[config.mk]
export PLATFORM = sky130hd
export DESIGN_NAME = sram_array_ctrl
export DESIGN_NICKNAME = d
export VERILOG_FILES = /design/src/rtl/sram_array_ctrl.sv
export SDC_FILE = /design/constraint.sdc
export NUM_CORES = 1
export LEC_CHECK = 0
export BUFFER_PORTS_ARGS = -buffer_cell sky130_fd_sc_hd__buf_2
export CAP_MARGIN = 10
export CORE_MARGIN = 8
export CORE_UTILIZATION = 40
export CTS_CLUSTER_DIAMETER = 30
export DETAILED_ROUTE_END_ITERATION = 7
export PLACE_DENSITY = 0.71
export SYNTH_ARGS = -nofsm -noshare
export SYNTH_HDL_FRONTEND = slang
export SYNTH_SLANG_ARGS = --single-unit
[constraint.sdc]
create_clock -name clk -period 2.23 [get_ports clk]
set_input_delay 0.223 -clock clk [delete_from_list [all_inputs] [get_ports clk]]
set_output_delay 0.223 -clock clk [all_outputs]
set_load 0.02 [all_outputs]
[src/rtl/sram_array_ctrl.sv]
// sram_array_ctrl: single-outstanding access sequencer for a DEPTH x WIDTH
// 6T SRAM array. Sequence per op: SETUP -> PULSE x PULSE_CYCLES -> HOLD -> RESP.
// Optional build macro: SRAM_CTRL_DIFF_CHECK_EN (flag non-complementary
// sense bitlines as a read error).
module sram_array_ctrl #(
  parameter int DEPTH        = 16,
  parameter int WIDTH        = 8,
  parameter int ADDR_W       = 4,
  parameter int PULSE_CYCLES = 2
) (
  input  logic              clk,
  input  logic              rst_n,
  input  logic              req_valid,
  output logic              req_ready,
  input  logic              req_we,
  input  logic [ADDR_W-1:0] req_addr,
  input  logic [WIDTH-1:0]  req_wdata,
  output logic              rsp_valid,
  output logic [WIDTH-1:0]  rsp_rdata,
  output logic              rsp_err,
  output logic [DEPTH-1:0]  wl,
  output logic [WIDTH-1:0]  bl1_drv,
  output logic [WIDTH-1:0]  bl2_drv,
  output logic              read_pulse,
  output logic              write_pulse,
  input  logic [WIDTH-1:0]  bl1_sense,
  input  logic [WIDTH-1:0]  bl2_sense
);

  typedef enum logic [2:0] {IDLE, SETUP, PULSE, HOLD, RESP} state_t;

  state_t             state, state_nxt;
  logic [3:0]         cnt, cnt_nxt;
  logic               we_q, oor_q, diff_q;
  logic [ADDR_W-1:0]  addr_q;
  logic [WIDTH-1:0]   wdata_q;

  // view of the op as it will be after this edge (fields captured on accept)
  logic               accept, last_pulse, capture, diff_fail;
  logic               we_n, oor_n, act_n;
  logic [ADDR_W-1:0]  addr_n;
  logic [WIDTH-1:0]   wdata_n;

  // registered-output next values, so strobes to the array are glitch-free
  logic [DEPTH-1:0]   wl_nxt;
  logic [WIDTH-1:0]   bl1_nxt, bl2_nxt;
  logic               rp_nxt, wp_nxt, rv_nxt, err_nxt;

  assign req_ready  = (state == IDLE);
  assign accept     = req_valid && req_ready;
  assign last_pulse = (state == PULSE) && (cnt == 4'(PULSE_CYCLES - 1));
  assign capture    = last_pulse && !we_q && !oor_q;

  assign we_n    = accept ? req_we    : we_q;
  assign addr_n  = accept ? req_addr  : addr_q;
  assign wdata_n = accept ? req_wdata : wdata_q;
  assign oor_n   = accept ? ({1'b0, req_addr} >= (ADDR_W+1)'(DEPTH)) : oor_q;

`ifdef SRAM_CTRL_DIFF_CHECK_EN
  // x/z on either sense line also counts as a failed differential pair
  assign diff_fail = (bl1_sense !== ~bl2_sense);
`else
  logic unused_bl2;
  assign unused_bl2 = ^bl2_sense;
  assign diff_fail  = 1'b0;
`endif

  // next state and pulse counter
  always_comb begin
    state_nxt = state;
    cnt_nxt   = cnt;
    case (state)
      IDLE:  if (accept) state_nxt = SETUP;
      SETUP: begin state_nxt = PULSE; cnt_nxt = '0; end
      PULSE: begin
        if (last_pulse) begin state_nxt = HOLD; cnt_nxt = '0; end
        else            cnt_nxt = cnt + 4'd1;
      end
      HOLD:  state_nxt = RESP;
      RESP:  state_nxt = IDLE;
      default: state_nxt = IDLE;
    endcase
  end

  // next array-facing outputs, decoded from the next state
  always_comb begin
    act_n   = (state_nxt == SETUP) || (state_nxt == PULSE) || (state_nxt == HOLD);
    wl_nxt  = '0;
    for (int i = 0; i < DEPTH; i++)
      wl_nxt[i] = act_n && !oor_n && (addr_n == ADDR_W'(i));
    bl1_nxt = (act_n && we_n) ?  wdata_n : '0;
    bl2_nxt = (act_n && we_n) ? ~wdata_n : '0;
    rp_nxt  = (state_nxt == PULSE) && !we_n && !oor_n;
    wp_nxt  = (state_nxt == PULSE) &&  we_n && !oor_n;
    rv_nxt  = (state_nxt == RESP);
    // entering RESP only happens from HOLD, so oor_q/diff_q are settled
    err_nxt = rv_nxt && (oor_q || diff_q);
  end

  // state, request capture, read capture and registered outputs
  always_ff @(posedge clk or negedge rst_n) begin
    if (!rst_n) begin
      state       <= IDLE;
      cnt         <= '0;
      we_q        <= 1'b0;
      oor_q       <= 1'b0;
      diff_q      <= 1'b0;
      addr_q      <= '0;
      wdata_q     <= '0;
      rsp_rdata   <= '0;
      wl          <= '0;
      bl1_drv     <= '0;
      bl2_drv     <= '0;
      read_pulse  <= 1'b0;
      write_pulse <= 1'b0;
      rsp_valid   <= 1'b0;
      rsp_err     <= 1'b0;
    end else begin
      state <= state_nxt;
      cnt   <= cnt_nxt;
      if (accept) begin
        we_q    <= req_we;
        addr_q  <= req_addr;
        wdata_q <= req_wdata;
        oor_q   <= oor_n;
        diff_q  <= 1'b0;
      end
      if (capture) begin
        rsp_rdata <= bl1_sense;
        diff_q    <= diff_fail;
      end
      wl          <= wl_nxt;
      bl1_drv     <= bl1_nxt;
      bl2_drv     <= bl2_nxt;
      read_pulse  <= rp_nxt;
      write_pulse <= wp_nxt;
      rsp_valid   <= rv_nxt;
      rsp_err     <= err_nxt;
    end
  end

endmodule

==> results.sh <==
export IMPL_outcome="completed"
export IMPL_min_path_type="in2reg"
export IMPL_worstPathRequired_ns=2.48
export IMPL_critPathSlowestCell="dfrtp_1"
export IMPL_slew_headroom_pct=54.2
export IMPL_gp_congestion=0.870
export IMPL_fin_nets=331
export IMPL_vias=1986
export IMPL_dp_cells=364
export IMPL_hpwl_um=4210
export IMPL_grt_overflow_total=0
export IMPL_p_per_area_mw_per_mm2=1440
export IMPL_grt_pass1_wl_um=9800
export IMPL_post_drt_via_cell_ratio=5.20
export IMPL_drt_iter0_markers=154
export IMPL_synth_seq_cells=65
export IMPL_ys_warn_count=0
export IMPL_critical_path_arrival_ns=2.10
export IMPL_period_share_pct=82.8
export IMPL_cp_cell_sequence="nor4b_4 > buf_4 > mux2_2 > nor4_1"
export IMPL_clock_sinks=65
export IMPL_path_clk_slew_ns=0.08
export IMPL_clockRootBuffer="clkbuf_8"
export IMPL_finClkSkew_ns=0.0126
export IMPL_ios=77
export IMPL_totalNegativeSetupSlack_ns=0
export IMPL_postCtsSetupRepairBufs=0
export IMPL_finalHoldViolCount=0
export IMPL_std_cell_rows=30
export IMPL_crit_type="reg2reg"
export IMPL_cp_top_family="flip-flops"
export IMPL_firstDrtPassIters=4
export IMPL_total_power_mw=4.79
export IMPL_syn2layout_area_growth_pct=23.7
export IMPL_ys_seq_area_share_pct=60.4
export IMPL_cts_resized=0
export IMPL_ir_worst_vdd_uv=454
export IMPL_detail_route_wl_per_cell_um=15.8
export IMPL_diodes=0
export IMPL_drv_cap=0
export IMPL_core_area_mm2=0.00664
export IMPL_slew_viol_final=0
export IMPL_filler_cell_count=608
export IMPL_postRouteAntennaNets=0
export IMPL_synth_cell_types=36
export IMPL_avgSynthCellArea_um2=12.0
export IMPL_grt_max_degree=37
export IMPL_p_leak_nw=1.60
export IMPL_die_h_um=98.0
export IMPL_synth_nets=258
export IMPL_synthCells=224
export IMPL_max_clock_path_buffers=2
export IMPL_seq_area_mm2=0.00163
export IMPL_cp_slowest_stage_delay_ns=0.54
export IMPL_fmax_mhz=541
export IMPL_critPathLaunchType="register"
export IMPL_end_kind="register"
export IMPL_totalWireLength_um=6040
export IMPL_drive_gt1_share_pct=37.4
export IMPL_tightest_slew_ns=0.687
export IMPL_cp_max_fo=22
export IMPL_setup_viol=0
export IMPL_netlist_area_mm2=0.00269
export IMPL_utilization_pct=50.1
export IMPL_postCtsHoldBufs=1
export IMPL_grt_antenna_before_repair=0
export IMPL_stdcell_count=382
export IMPL_period_needed_ns=1.85
export IMPL_die_w_um=98.0
export IMPL_port_buffers=68
export IMPL_multi_input_area_um2=976
export IMPL_cts_made_buffers=9
export IMPL_grt_pass1_vias=1994
export IMPL_die_area_mm2=0.00961
export IMPL_drc_errors=0
export IMPL_rsz0062_at_grt="false"
export IMPL_grt_usage_pct=12.8
export IMPL_initial_core_util_pct=40.5
export IMPL_worst_path_buf_inv=1
export IMPL_htreeDepth=3
export IMPL_tritoncts="done"
export IMPL_clk_latency_ns=0.35
metal layers:
layer / track usage, % / up-vias / share of wire [%]
met5: 0 / - / 0
met4: 8.63 / 0 / 2.3
met3: 4.34 / 10 / 7.1
met2: 20.4 / 58 / 48
met1: 14.3 / 958 / 43
li1: - / 960 / -
final cells by class:
type                       instances  area share (%)
sequential                        65            48.9
multi-input combinational        142            29.3
timing repair buffer              75            12.3
clock buffer                       9            3.72
tap                               80            3.01
clock inverter                     7            2.37
inverter                           4           0.451
registers in the layout, indices dropped and copies added (netlist names):
signal,count
state,3
rsp_err,1
wdata_q,8
bl2_drv,8
oor_q,1
write_pulse,1
wl,16
rsp_rdata,8
cnt,4
read_pulse,1
bl1_drv,8
rsp_valid,1
addr_q,4
we_q,1
stage by stage:
| step | setup WS (ns) | area [um2] | hold WS [ns] |
|---|---|---|---|
| 6_report | 0.383 | 3330 | 0.101 |
| 5_1_grt | 0.233 | 3330 | 0.0941 |
| 4_1_cts | 0.209 | 3320 | 0.0830 |
| 3_5_place_dp | 0.189 | 3110 | 0.308 |
| 3_3_place_gp | 0.253 | 3110 | 0.292 |
| 2_1_floorplan | 0.623 | 2690 | -0.0726 |
synthesized netlist by cell type, drive strengths merged:
cell type	n	area [um2]
a211oi	15	113
a21oi	3	15.0
a22oi	1	7.51
a31oi	2	12.5
a41oi	1	8.76
and2	1	6.26
buf	8	55.1
clkbuf	5	18.8
dfrtp	65	1630
ha	2	25.0
inv	4	15.0
mux2	17	195
mux2i	2	20.0
nand2	14	52.6
nand2b	2	12.5
nand3	21	105
nand3b	1	7.51
nand4	14	87.6
nor2	8	30.0
nor2b	8	50.1
nor3	12	65.1
nor3b	10	80.1
nor4	1	6.26
nor4b	2	32.5
o22ai	1	6.26
or2	1	6.26
or3b	1	8.76
or4b	1	13.8
xor2	1	8.76
where the power goes:
group          internal (mW)  switching, mW  leakage, nW
logic                  0.722           1.17        0.655
registers               1.60          0.275        0.844
clock network          0.525          0.485        0.104
total                   2.85           1.93         1.60
logic make-up after synthesis:
| kind of cell | Yosys count | share of synthesized area, % |
|---|---|---|
| AND/OR/NAND/NOR | 97 | 21.0 |
| buffers and inverters | 17 | 3.30 |
| flip-flops | 65 | 60.4 |
| AO/OA/AOI/OAI | 23 | 6.04 |
| multiplexers | 19 | 8.00 |
| adder cells (fa/ha/maj) | 2 | 0.930 |
| XOR/XNOR | 1 | 0.325 |
path summary, 6_finish.rpt:
path,startpoint,end,slack (ns),depth (start not counted)
setup / recovery,state[2],read_pulse,0.38,4
min in group asynchronous,rst_n,wdata_q[1],0.45,2
hold reg to reg,rsp_rdata[4],rsp_rdata[4],0.51,1
max in group asynchronous,rst_n,cnt[3],1.17,3
setup reg to reg,state[2],read_pulse,0.38,4
hold / removal,bl1_sense[6],rsp_rdata[6],0.10,2
cell usage in the layout, fill, tap and decap left out, drive strengths merged, types with 2 or more instances in the layout:
cell	count
clkbuf	9
nand3	21
inv	5
buf	74
nor2b	8
clkinv	5
a211oi	15
dfrtp	65
a21oi	3
mux2i	2
nand2b	2
nor4b	2
nor3b	10
nor3	12
nand4	14
mux2	17
nor2	8
ha	2
a31oi	2
nand2	14
Note: power is estimated with default switching activity, not from simulation.
